### src/rtl/axil_pkg.sv
// Shared AXI4-Lite definitions for the axil_s_regfile slice.
// Contents:
//   AXIL_DATA_W / AXIL_STRB_W   data and strobe widths of the bus
//   AXI_RESP_OKAY / _SLVERR     B/R response codes
//   wr_state_t / rd_state_t     write- and read-channel FSM encodings
//   strb_merge()                byte-wise merge of new data into an old word
package axil_pkg;

    localparam int AXIL_DATA_W = 32;
    localparam int AXIL_STRB_W = 4;

    localparam logic [1:0] AXI_RESP_OKAY   = 2'b00;
    localparam logic [1:0] AXI_RESP_SLVERR = 2'b10;

    typedef enum logic [1:0] {
        W_IDLE   = 2'd0,
        W_GOT_AW = 2'd1,
        W_GOT_W  = 2'd2,
        W_RESP   = 2'd3
    } wr_state_t;

    typedef enum logic {
        R_IDLE = 1'b0,
        R_DATA = 1'b1
    } rd_state_t;

    // Bytes whose strobe is set come from new_val, the rest keep old_val.
    function automatic logic [AXIL_DATA_W-1:0] strb_merge(
        input logic [AXIL_DATA_W-1:0] old_val,
        input logic [AXIL_DATA_W-1:0] new_val,
        input logic [AXIL_STRB_W-1:0] strb
    );
        logic [AXIL_DATA_W-1:0] mask;
        mask = {{8{strb[3]}}, {8{strb[2]}}, {8{strb[1]}}, {8{strb[0]}}};
        return (old_val & ~mask) | (new_val & mask);
    endfunction

endpackage

### src/rtl/axil_s_regfile_if.sv
// AXI4-Lite bus bundle (AW, W, B, AR, R channels) without clock/reset.
// Modports:
//   master  drives addresses, write data, valids and bready/rready
//   slave   drives readies, responses and read data
// Handshake rule on every channel: a beat transfers on a rising clock edge
// where valid and ready are both high; a source holds valid and its payload
// stable until that edge, and ready may depend combinationally on state only.
interface axil_s_regfile_if
    import axil_pkg::*;
#(
    parameter int ADDR_W = 32
) ();

    logic [ADDR_W-1:0]      awaddr;
    logic [2:0]             awprot;
    logic                   awvalid;
    logic                   awready;
    logic [AXIL_DATA_W-1:0] wdata;
    logic [AXIL_STRB_W-1:0] wstrb;
    logic                   wvalid;
    logic                   wready;
    logic [1:0]             bresp;
    logic                   bvalid;
    logic                   bready;
    logic [ADDR_W-1:0]      araddr;
    logic [2:0]             arprot;
    logic                   arvalid;
    logic                   arready;
    logic [AXIL_DATA_W-1:0] rdata;
    logic [1:0]             rresp;
    logic                   rvalid;
    logic                   rready;

    modport master (
        output awaddr, awprot, awvalid, wdata, wstrb, wvalid, bready,
               araddr, arprot, arvalid, rready,
        input  awready, wready, bresp, bvalid, arready, rdata, rresp, rvalid
    );

    modport slave (
        input  awaddr, awprot, awvalid, wdata, wstrb, wvalid, bready,
               araddr, arprot, arvalid, rready,
        output awready, wready, bresp, bvalid, arready, rdata, rresp, rvalid
    );

endinterface

### src/rtl/axil_s_wr_chan.sv
// AXI4-Lite write-channel handshake FSM (AW, W, B).
// AW and W are accepted independently in any order; once both have been
// taken, commit_o pulses for the cycle of the final handshake and the FSM
// enters W_RESP, so the register update and bvalid appear after the same edge.
// Optional feature: AXIL_S_REGFILE_SLVERR_EN makes out-of-range writes
// answer SLVERR instead of OKAY.
// Ports:
//   aclk, areset                      clock, synchronous active-high reset
//   awaddr/awvalid/awready            write address channel
//   wdata/wstrb/wvalid/wready         write data channel
//   bresp/bvalid/bready               write response channel
//   commit_o                          one-cycle write strobe to the array
//   idx_o, in_range_o                 decoded register index and range flag
//   wdata_o, wstrb_o                  data/strobe belonging to the commit
//   state_o                           current FSM state (debug)
module axil_s_wr_chan
    import axil_pkg::*;
#(
    parameter int ADDR_W   = 32,
    parameter int NUM_REGS = 16
) (
    input  logic                         aclk,
    input  logic                         areset,
    input  logic [ADDR_W-1:0]            awaddr,
    input  logic                         awvalid,
    output logic                         awready,
    input  logic [AXIL_DATA_W-1:0]       wdata,
    input  logic [AXIL_STRB_W-1:0]       wstrb,
    input  logic                         wvalid,
    output logic                         wready,
    output logic [1:0]                   bresp,
    output logic                         bvalid,
    input  logic                         bready,
    output logic                         commit_o,
    output logic [$clog2(NUM_REGS)-1:0]  idx_o,
    output logic                         in_range_o,
    output logic [AXIL_DATA_W-1:0]       wdata_o,
    output logic [AXIL_STRB_W-1:0]       wstrb_o,
    output wr_state_t                    state_o
);

    localparam int IDX_W = $clog2(NUM_REGS);

    wr_state_t              state_q, state_d;
    logic [ADDR_W-1:0]      addr_q;
    logic [AXIL_DATA_W-1:0] data_q;
    logic [AXIL_STRB_W-1:0] strb_q;
    logic [1:0]             bresp_q;
    logic [ADDR_W-1:0]      cur_addr;
    logic                   aw_hs;
    logic                   w_hs;
    logic                   commit;

    assign awready = (state_q == W_IDLE) || (state_q == W_GOT_W);
    assign wready  = (state_q == W_IDLE) || (state_q == W_GOT_AW);
    assign aw_hs   = awvalid && awready;
    assign w_hs    = wvalid && wready;

    always_comb begin
        state_d = state_q;
        commit  = 1'b0;
        case (state_q)
            W_IDLE: begin
                if (aw_hs && w_hs) begin
                    state_d = W_RESP;
                    commit  = 1'b1;
                end else if (aw_hs) begin
                    state_d = W_GOT_AW;
                end else if (w_hs) begin
                    state_d = W_GOT_W;
                end
            end
            W_GOT_AW: begin
                if (w_hs) begin
                    state_d = W_RESP;
                    commit  = 1'b1;
                end
            end
            W_GOT_W: begin
                if (aw_hs) begin
                    state_d = W_RESP;
                    commit  = 1'b1;
                end
            end
            W_RESP: begin
                if (bready) state_d = W_IDLE;
            end
            default: state_d = W_IDLE;
        endcase
    end

    // On the commit cycle a channel captured earlier comes from its holding
    // register; the channel completing this cycle comes straight off the bus.
    assign cur_addr   = (state_q == W_GOT_AW) ? addr_q : awaddr;
    assign wdata_o    = (state_q == W_GOT_W)  ? data_q : wdata;
    assign wstrb_o    = (state_q == W_GOT_W)  ? strb_q : wstrb;
    assign idx_o      = cur_addr[IDX_W+1:2];
    assign in_range_o = (cur_addr >> (IDX_W + 2)) == '0;
    assign commit_o   = commit;
    assign bvalid     = (state_q == W_RESP);
    assign bresp      = bresp_q;
    assign state_o    = state_q;

    always_ff @(posedge aclk) begin
        if (areset) begin
            state_q <= W_IDLE;
            addr_q  <= '0;
            data_q  <= '0;
            strb_q  <= '0;
            bresp_q <= AXI_RESP_OKAY;
        end else begin
            state_q <= state_d;
            if (aw_hs) addr_q <= awaddr;
            if (w_hs) begin
                data_q <= wdata;
                strb_q <= wstrb;
            end
            if (commit) begin
`ifdef AXIL_S_REGFILE_SLVERR_EN
                bresp_q <= in_range_o ? AXI_RESP_OKAY : AXI_RESP_SLVERR;
`else
                bresp_q <= AXI_RESP_OKAY;
`endif
            end
        end
    end

endmodule

### src/rtl/axil_s_regfile.sv
// AXI4-Lite slave register bank of NUM_REGS 32-bit registers.
// Register i lives at byte address 4*i; addr[1:0] is ignored and any set bit
// above the index field makes the access out of range. Out-of-range writes
// never touch the array; out-of-range reads return zero.
// Optional feature: AXIL_S_REGFILE_SLVERR_EN answers out-of-range accesses
// with SLVERR (default build answers OKAY).
// Ports:
//   aclk, areset   clock, synchronous active-high reset
//   s_axi          AXI4-Lite slave bus (axil_s_regfile_if.slave)
//   regs_o         flattened register contents, reg i at [32i+31:32i]
//   wr_pulse_o     one-cycle pulse in the cycle register i shows new data
//   wr_state_o     write FSM state (debug)
//   rd_state_o     read FSM state (debug)
module axil_s_regfile
    import axil_pkg::*;
#(
    parameter int          ADDR_W   = 32,
    parameter int          NUM_REGS = 16,
    parameter logic [31:0] RST_VAL  = 32'h0000_0000
) (
    input  logic                          aclk,
    input  logic                          areset,
    axil_s_regfile_if.slave               s_axi,
    output logic [AXIL_DATA_W*NUM_REGS-1:0] regs_o,
    output logic [NUM_REGS-1:0]           wr_pulse_o,
    output wr_state_t                     wr_state_o,
    output rd_state_t                     rd_state_o
);

    localparam int IDX_W = $clog2(NUM_REGS);

    logic [AXIL_DATA_W-1:0] regs [NUM_REGS];

    logic                   wr_commit;
    logic [IDX_W-1:0]       wr_idx;
    logic                   wr_in_range;
    logic [AXIL_DATA_W-1:0] wr_data;
    logic [AXIL_STRB_W-1:0] wr_strb;

    logic unused_prot;
    assign unused_prot = ^{s_axi.awprot, s_axi.arprot};

    axil_s_wr_chan #(
        .ADDR_W   (ADDR_W),
        .NUM_REGS (NUM_REGS)
    ) u_wr_chan (
        .aclk       (aclk),
        .areset     (areset),
        .awaddr     (s_axi.awaddr),
        .awvalid    (s_axi.awvalid),
        .awready    (s_axi.awready),
        .wdata      (s_axi.wdata),
        .wstrb      (s_axi.wstrb),
        .wvalid     (s_axi.wvalid),
        .wready     (s_axi.wready),
        .bresp      (s_axi.bresp),
        .bvalid     (s_axi.bvalid),
        .bready     (s_axi.bready),
        .commit_o   (wr_commit),
        .idx_o      (wr_idx),
        .in_range_o (wr_in_range),
        .wdata_o    (wr_data),
        .wstrb_o    (wr_strb),
        .state_o    (wr_state_o)
    );

    // Register array. An all-zero strobe changes nothing, so it also raises
    // no pulse even though the write itself still gets a response.
    always_ff @(posedge aclk) begin
        if (areset) begin
            for (int i = 0; i < NUM_REGS; i++) regs[i] <= RST_VAL;
            wr_pulse_o <= '0;
        end else begin
            wr_pulse_o <= '0;
            if (wr_commit && wr_in_range && (|wr_strb)) begin
                regs[wr_idx]       <= strb_merge(regs[wr_idx], wr_data, wr_strb);
                wr_pulse_o[wr_idx] <= 1'b1;
            end
        end
    end

    for (genvar gi = 0; gi < NUM_REGS; gi++) begin : g_flat
        assign regs_o[AXIL_DATA_W*gi +: AXIL_DATA_W] = regs[gi];
    end

    // Read path. rdata samples the array on the AR edge, so a write
    // committing on that same edge is not visible to this read.
    rd_state_t              rd_q, rd_d;
    logic                   ar_hs;
    logic [IDX_W-1:0]       ar_idx;
    logic                   ar_in_range;
    logic [AXIL_DATA_W-1:0] rdata_q;
    logic [1:0]             rresp_q;

    assign s_axi.arready = (rd_q == R_IDLE);
    assign s_axi.rvalid  = (rd_q == R_DATA);
    assign s_axi.rdata   = rdata_q;
    assign s_axi.rresp   = rresp_q;
    assign ar_hs         = s_axi.arvalid && s_axi.arready;
    assign ar_idx        = s_axi.araddr[IDX_W+1:2];
    assign ar_in_range   = (s_axi.araddr >> (IDX_W + 2)) == '0;
    assign rd_state_o    = rd_q;

    always_comb begin
        rd_d = rd_q;
        case (rd_q)
            R_IDLE:  if (ar_hs) rd_d = R_DATA;
            R_DATA:  if (s_axi.rready) rd_d = R_IDLE;
            default: rd_d = R_IDLE;
        endcase
    end

    always_ff @(posedge aclk) begin
        if (areset) begin
            rd_q    <= R_IDLE;
            rdata_q <= '0;
            rresp_q <= AXI_RESP_OKAY;
        end else begin
            rd_q <= rd_d;
            if (ar_hs) begin
                rdata_q <= ar_in_range ? regs[ar_idx] : '0;
`ifdef AXIL_S_REGFILE_SLVERR_EN
                rresp_q <= ar_in_range ? AXI_RESP_OKAY : AXI_RESP_SLVERR;
`else
                rresp_q <= AXI_RESP_OKAY;
`endif
            end
        end
    end

endmodule

### src/flat_wrapper.sv
// flat-port wrapper written by rule: the top's interface ports become plain ports
module axil_s_regfile_flat import axil_pkg::*;
#(
    parameter int          ADDR_W   = 32,
    parameter int          NUM_REGS = 16,
    parameter logic [31:0] RST_VAL  = 32'h0000_0000
)
  (aclk, areset, regs_o, wr_pulse_o, wr_state_o, rd_state_o, s_axi_awaddr, s_axi_awprot, s_axi_awvalid, s_axi_wdata, s_axi_wstrb, s_axi_wvalid, s_axi_bready, s_axi_araddr, s_axi_arprot, s_axi_arvalid, s_axi_rready, s_axi_awready, s_axi_wready, s_axi_bresp, s_axi_bvalid, s_axi_arready, s_axi_rdata, s_axi_rresp, s_axi_rvalid);
  axil_s_regfile_if #(.ADDR_W(ADDR_W)) s_axi_i ();
  input  logic aclk;
  input  logic areset;
  output logic [AXIL_DATA_W*NUM_REGS-1:0] regs_o;
  output logic [NUM_REGS-1:0] wr_pulse_o;
  output wr_state_t wr_state_o;
  output rd_state_t rd_state_o;
  input wire logic [$bits(s_axi_i.awaddr)-1:0] s_axi_awaddr;
  input wire logic [$bits(s_axi_i.awprot)-1:0] s_axi_awprot;
  input wire logic [$bits(s_axi_i.awvalid)-1:0] s_axi_awvalid;
  input wire logic [$bits(s_axi_i.wdata)-1:0] s_axi_wdata;
  input wire logic [$bits(s_axi_i.wstrb)-1:0] s_axi_wstrb;
  input wire logic [$bits(s_axi_i.wvalid)-1:0] s_axi_wvalid;
  input wire logic [$bits(s_axi_i.bready)-1:0] s_axi_bready;
  input wire logic [$bits(s_axi_i.araddr)-1:0] s_axi_araddr;
  input wire logic [$bits(s_axi_i.arprot)-1:0] s_axi_arprot;
  input wire logic [$bits(s_axi_i.arvalid)-1:0] s_axi_arvalid;
  input wire logic [$bits(s_axi_i.rready)-1:0] s_axi_rready;
  output wire logic [$bits(s_axi_i.awready)-1:0] s_axi_awready;
  output wire logic [$bits(s_axi_i.wready)-1:0] s_axi_wready;
  output wire logic [$bits(s_axi_i.bresp)-1:0] s_axi_bresp;
  output wire logic [$bits(s_axi_i.bvalid)-1:0] s_axi_bvalid;
  output wire logic [$bits(s_axi_i.arready)-1:0] s_axi_arready;
  output wire logic [$bits(s_axi_i.rdata)-1:0] s_axi_rdata;
  output wire logic [$bits(s_axi_i.rresp)-1:0] s_axi_rresp;
  output wire logic [$bits(s_axi_i.rvalid)-1:0] s_axi_rvalid;
  assign s_axi_i.awaddr = s_axi_awaddr;
  assign s_axi_i.awprot = s_axi_awprot;
  assign s_axi_i.awvalid = s_axi_awvalid;
  assign s_axi_i.wdata = s_axi_wdata;
  assign s_axi_i.wstrb = s_axi_wstrb;
  assign s_axi_i.wvalid = s_axi_wvalid;
  assign s_axi_i.bready = s_axi_bready;
  assign s_axi_i.araddr = s_axi_araddr;
  assign s_axi_i.arprot = s_axi_arprot;
  assign s_axi_i.arvalid = s_axi_arvalid;
  assign s_axi_i.rready = s_axi_rready;
  assign s_axi_awready = s_axi_i.awready;
  assign s_axi_wready = s_axi_i.wready;
  assign s_axi_bresp = s_axi_i.bresp;
  assign s_axi_bvalid = s_axi_i.bvalid;
  assign s_axi_arready = s_axi_i.arready;
  assign s_axi_rdata = s_axi_i.rdata;
  assign s_axi_rresp = s_axi_i.rresp;
  assign s_axi_rvalid = s_axi_i.rvalid;
  axil_s_regfile #(.ADDR_W(ADDR_W), .NUM_REGS(NUM_REGS), .RST_VAL(RST_VAL)) u_core (.aclk(aclk), .areset(areset), .s_axi(s_axi_i), .regs_o(regs_o), .wr_pulse_o(wr_pulse_o), .wr_state_o(wr_state_o), .rd_state_o(rd_state_o));
endmodule
### config.mk
export PLATFORM = sky130hd
export DESIGN_NAME = axil_s_regfile_flat
export DESIGN_NICKNAME = d
export VERILOG_FILES = /design/src/rtl/axil_pkg.sv /design/src/rtl/axil_s_regfile_if.sv /design/src/rtl/axil_s_wr_chan.sv /design/src/rtl/axil_s_regfile.sv /design/src/flat_wrapper.sv
export SDC_FILE = /design/constraint.sdc
export NUM_CORES = 1
export LEC_CHECK = 0
export CELL_PAD_IN_SITES_DETAIL_PLACEMENT = 1
export CELL_PAD_IN_SITES_GLOBAL_PLACEMENT = 1
export CORE_UTILIZATION = 37
export CTS_CLUSTER_DIAMETER = 150
export DETAILED_ROUTE_END_ITERATION = 7
export PLACE_DENSITY_LB_ADDON = 0.1
export SYNTH_ARGS = -nofsm -noshare
export SYNTH_HDL_FRONTEND = slang
export SYNTH_SLANG_ARGS = --single-unit
export TNS_END_PERCENT = 20
### constraint.sdc
create_clock -name aclk -period 3.1 [get_ports aclk]
set_input_delay 0.62 -clock aclk [delete_from_list [all_inputs] [get_ports aclk]]
set_output_delay 0.62 -clock aclk [all_outputs]
set_load 0.01 [all_outputs]
# After elaboration in Yosys (flattened, before gate mapping)

Memory sizes are Yosys's and may differ from the RTL's.
Index checks and enable logic that the tools add are counted.

Register bits: 119
RAM bits: 512
Input bits: 113
Output and inout bits: 572
Word-level logic and storage cells: 67
Memories kept: 1

Order comparisons: 2
Equal/unequal tests: 7
Mux-type cells: 28
Bitwise operators: 6
Reduce and logical (&&, ||, !) cells: 16

Memories:

| memory      | depth | width | rd ports | clocked after memory_dff | write ports | line                 | source |
|---|---|---|---|---|---|---|---|
| u_core.regs | 16    | 32    | 18       | 0                        | 16          | axil_s_regfile.sv:32 | `logic [AXIL_DATA_W-1:0] regs [NUM_REGS];` |

Operator list:

| cell                 | number |
|---|---|
| $mux W32             | 4 |
| $and A32 B32 Y32     | 2 |
| $logic_not A32 Y1    | 2 |
| $not A32 Y32         | 1 |
| $or A32 B32 Y32      | 1 |
| $reduce_or A32 Y1    | 1 |
| $mux W1              | 12 |
| $mux W2              | 6 |
| $mux W4              | 2 |
| $pmux W2 S4          | 1 |
| $logic_and A1 B1 Y1  | 7 |
| $ne A2 B2 Y1 const B | 3 |
| $lt A4 B5 Y1 const B | 1 |
| $demux W1 S4         | 1 |
| $eq A2 B2 Y1 const B | 2 |
| $ge A4 B1 Y1 const B | 1 |
| $ne A4 B3 Y1 const B | 1 |
| $reduce_and A4 Y1    | 1 |
| $reduce_or A4 Y1     | 1 |
| $pmux W1 S3          | 1 |
| $eq A2 B1 Y1 const B | 1 |
| $logic_not A2 Y1     | 1 |
| $logic_or A1 B1 Y1   | 2 |
| $not A1 Y1           | 2 |
| other kinds (2)      | 2 |

# Logic depth before layout (Yosys ltp)

Depth in word-level cells: 13
Depth in mapped cells: 11
Gate-level depth less buffers: 7

# Cells and area by module

Synthesis repeated with hierarchy kept, for this count alone.

Cell total of the unflattened synthesis: 2,398
Area, all modules: 32,987.9 µm²

Modules (own cells, without submodules):

| module         | instances | cells each | area an instance (µm²) | seq. area each (µm²) |
|---|---|---|---|---|
| axil_s_regfile | 1         | 2,013      | 29,826.1               | 16,355.7 |
| axil_s_wr_chan | 1         | 385        | 3,161.8                | 1,361.3 |

# Worst setup path after synthesis

Ideal clock, no wire load.

Kind: reg-to-reg
Start point: register u_core.u_wr_chan.state_q[1], in the netlist u_core.u_wr_chan.state_o[1]
End point: memory u_core.regs[14][0] (enable)
Setup time: 0.394 ns
Data arrival time: 2.972 ns
Required time: 2.706 ns
Setup slack: -0.266 ns
Stages on the path, launching flop included: 10
Path buffers: 4
Period minus slack after synthesis: 3.366 ns
Path through: dfxtp_1 > inv_1 > ha_1 > buf_2 > buf_2 > o21ai_2 > buf_2 > buf_2 > nand4_1 > nand2b_1

RTL lines:

| item                     | line                  | source |
|---|---|---|
| start: declaration       | axil_s_wr_chan.sv:44  | `wr_state_t state_q, state_d;` |
| start signal: assignment | axil_s_wr_chan.sv:112 | `state_q <= state_d;` |
| end: declaration         | axil_s_regfile.sv:32  |  |

# Final worst setup path

Start point: register u_core.u_wr_chan.state_q[0], in the netlist u_core.u_wr_chan.state_o[0]
End point: output port s_axi_awready

Word-level cells in the longest chain between the ends: 2
Elaborated cells between the ends (all ways): 3
Classes of those cells: eq/ne (1); reduce/logical (2)

RTL lines:

| item                                             | line                 | source |
|---|---|---|
| $eq A2 B2 Y1 or $logic_not A2 Y1 (tied branches) | axil_s_wr_chan.sv:54 | `assign awready = (state_q == W_IDLE) \|\| (state_q == W_GOT_W);` |
| $logic_or A1 B1 Y1 (*)                           | axil_s_wr_chan.sv:54 |  |
| end: declaration                                 | flat_wrapper.sv:27   | `output wire logic [$bits(s_axi_i.awready)-1:0] s_axi_awready;` |

Every way passes the cells marked *; elsewhere a longest branch is shown, timed or not.

==> results.txt <==
* Worst Hold Depth: 2
- Syn Area/Cell: 11.7 sq um
- The worst hold path terminates at u_core.u_wr_chan.data_q[30].
- Setup repair after global routing could not meet its margin everywhere.
* DRT Wirelength: 177000 um
- Fraction of the yosys area taken by sequential cells: 52.8%
- After synthesis, the netlist uses 50 different library cells.
- Commonest cells after routing, fill and taps aside: sky130_fd_sc_hd__clkdlybuf4s50_1 (665), sky130_fd_sc_hd__a211oi_1 (519), sky130_fd_sc_hd__edfxtp_1 (512)
* Clock period minus final worst setup slack: 3070 ps
- Maximum number of pins on one net before global-route repair: 113
- Global-route usage over all layers: 37.4%
* Leakage component of the power: 0.0156 uW
- The first detailed-routing pass took 6 iterations.
- The clock passes through at most 3 buffers.
- Leaving out fill and tap cells, the most frequent cell in the layout is sky130_fd_sc_hd__clkdlybuf4s50_1.
- Data on the critical path is required at its endpoint by 2480 ps.
- Via count of the first global-routing pass: 32200
- At the pin with the least slew margin, the transition time is 1180 ps.
- The floorplan step set the die height to 303 um.
* Peak supply drop: 0.661 mV
- At the end of routability-driven placement, the weighted congestion stood at 0.927.
- The worst setup path is launched from a flop.
* Detailed placer's ending HPWL: 123000 um
- Share of total power in sequential cells: 36.0%
- Number of antenna violations at the first check in global routing: 4
- In the final routed layout, each cell accounts on average for 36.8 um.
- Switch Pwr: 10100 uW
- Global-route wire length before repair: 244000 um
- The worst pin sits at a relative slew slack of 21.0%.
- The internal power of the cells totals 17600 uW.
- Of the available clock period, the critical path in the final layout requires 99.0%.
- Post-route total power: 27700 uW
- Switching power as a share of total power: 36.6%
- TritonCTS clock tree: built
- Combinational logic is responsible for 32.8% of the overall power.
- The area growth from synthesis to layout is 39.4%.
- Mapped Area: 33600 sq um
- Final hold violation count: 0
* Clock share of power: 31.2%
- Placeable core region: 89900 sq um
- Final non-filler cell total: 4811
* Worst-skew pair later-pin latency: 630 ps
- The worst hold path belongs to the class flop to flop.
- Total clock sinks: 629
* Cell at the root of the clock tree: sky130_fd_sc_hd__clkbuf_16
- After the first detailed-routing iteration, the DRC count stood at 4171.
* Top Ports: 685
- Across all register-to-register paths, the minimum setup slack is 120 ps.
- Dividing the detail-routed via count by the number of cells gives 6.83.
- Fill cells: 9136
- The run finished with clean final reports.
* Post-DRT Antenna Nets: 0
* Source of the worst hold timing path: u_core.u_wr_chan.data_q[30]
* Die W: 303 um
* Number of endpoints failing setup at the final stage: 0
- The endpoint identified for the worst register-to-register timing path is u_core.regs[11][17].
* Number of max-cap violations: 0
- # rows: 110
* Flip-flop and latch count after synthesis: 629
- In the final design database the tool counted 3696 nets.
- Proportion of layout cells with a drive suffix above 1: 18.8%
- TritonCTS created 74 clock buffers.
- Counting tap cells, the placed design contains a total of 4676 instances.
* Syn Inst Count: 2874
* DIE AREA: 91900 sq um
* Number of enable flip-flop cells after synthesis: 512
- Fraction of registers with async set/reset: 0%
- Crit path capture type: output pin
* Global-route congestion overflow total: 0
- The critical path is of the flop to output pin type.
- Between clock sinks in the finished design, the worst skew comes to 17.4 ps.
* Number of cells traversed by the worst register-to-register path: 11
- Clock transition time at the flip-flop clock pins of the worst setup and hold paths: 60 ps
* Main synth FF type: sky130_fd_sc_hd__edfxtp_1
- At the worst endpoint, the arrival time is 2450 ps.
* Worst reg2reg path startpoint: u_core.u_wr_chan.state_o[0]
* Fmax: 326 MHz
- The initial utilization of the core area, before any placement, comes to 37.3%.
* # DRC: 0
* Synthesis warning total: 0
- Register area: 17700 sq um
- Hold Slack: 452 ps
- Area occupied by multi-input gates: 14700 sq um
- Maximum fanout encountered on the critical timing path: 23
* Final max-slew violation count: 0
- Power density over the cells: 592 nW/um^2
- Summing over every cut layer, the via total after detailed routing is 32900.
- Port-buffer cells: 670
- H-Tree Level Count: 3
## metal layers
metal | GRT usage [%] | vias up | share of wire [%]
li1 | - | 13100 | -
met1 | 47.7 | 16800 | 37
met2 | 59.5 | 2511 | 46
met3 | 10.8 | 500 | 12
met4 | 15.4 | 4 | 4.7
met5 | 0 | - | 0.013
## cells in the mapped netlist, drive strengths merged (44+ instances only)
| cell | count | area, sq um |
|---|---|---|
| a211oi | 521 | 3910 |
| a21oi | 93 | 465 |
| buf | 105 | 526 |
| clkbuf | 254 | 955 |
| dfxtp | 117 | 2340 |
| edfxtp | 512 | 15400 |
| inv | 53 | 199 |
| mux4 | 160 | 3600 |
| nand2 | 168 | 631 |
| nand2b | 44 | 275 |
| nand4 | 93 | 588 |
| o21a | 59 | 443 |
| o21ai | 507 | 2550 |
## flip-flops by register name, summed over array words and instances, names as in the netlist
| signal | count |
|---|---|
| u_core.rd_state_o | 1 |
| u_core.regs | 512 |
| u_core.s_axi.rdata | 32 |
| u_core.u_wr_chan.addr_q | 30 |
| u_core.u_wr_chan.data_q | 32 |
| u_core.u_wr_chan.state_o | 2 |
| u_core.u_wr_chan.strb_q | 4 |
| u_core.wr_pulse_o | 16 |
## repair_timing
| action | in CTS | in global routing |
|---|---|---|
| cloned | 0 | 0 |
| pin swaps | 2 | 0 |
| endpoints found under the setup margin | 840 | 346 |
| setup buffers | 3 | 0 |
| hold buffers | 0 | 0 |
| endpoints found under the hold margin | 0 | 0 |
| gates resized for setup | 23 | 21 |
## through the flow
stage          instance area (sq um)  TNS, ps  util, %  setup WS, ps
2_1_floorplan                  33600   -82920        -          -237
3_3_place_gp                   44100  -229300     49.1          -463
3_5_place_dp                   44100  -277750     49.1          -610
4_1_cts                        46600    -38.9     51.9         -19.2
5_1_grt                        46800    -63.4     52.1         -63.4
6_report                       46800        0     52.1          31.1
## power by group through the flow
stage	clock, uW	combinational, uW	sequential, uW
floorplan	0	4360	10000
global route	8980	9410	9990
global placement	0	8250	10100
finish	8650	9080	9970
CTS	8690	8680	9950
detailed placement	0	8480	10100
## cell type report
class / count / area share, %
repair buffers: 985 / 22.1
flip-flops and latches: 629 / 37.9
clock inverters: 25 / 0.414
multi-input cells: 1836 / 31.5
well taps: 1176 / 3.14
clock buffers: 106 / 4.55
inverters: 53 / 0.425
diodes: 1 / 0.00535
## worst max-delay path: stages (launching register included)
cell                              delay [ps]
sky130_fd_sc_hd__dfxtp_1                 380
sky130_fd_sc_hd__buf_4                   160
sky130_fd_sc_hd__inv_1                    80
sky130_fd_sc_hd__ha_4                    200
sky130_fd_sc_hd__buf_6                   180
sky130_fd_sc_hd__or2_2                   330
sky130_fd_sc_hd__clkdlybuf4s50_1         490
## cells by family (layout without fill, tap and decap cells)
family | after synthesis | count (layout) | share of synthesized area [%]
AOI/OAI and AO/OA | 1275 | 1275 | 25.0
DFF | 629 | 629 | 52.8
buffers and inverters | 412 | 1169 | 5.00
and+or+nand+nor | 388 | 388 | 6.13
muxes | 165 | 165 | 10.9
adders and majority gates | 4 | 4 | 0.149
other | 1 | 5 | 0.0112
## worst max-delay path by stage
stage / slack, ps / to / startpoint / cells past startpoint
floorplan: -240 / u_core.regs[2][0] / u_core.u_wr_chan.state_o[1] / 9
global placement: -460 / u_core.regs[6][5] / s_axi_awaddr[2] / 8
detailed placement: -610 / u_core.regs[9][20] / s_axi_awaddr[2] / 8
CTS: -20 / u_core.regs[14][3] / u_core.u_wr_chan.state_o[1] / 11
global route: -60 / s_axi_awready / u_core.u_wr_chan.state_o[0] / 6
finish: 30 / s_axi_awready / u_core.u_wr_chan.state_o[0] / 6
(Power assumes the default switching activity.)
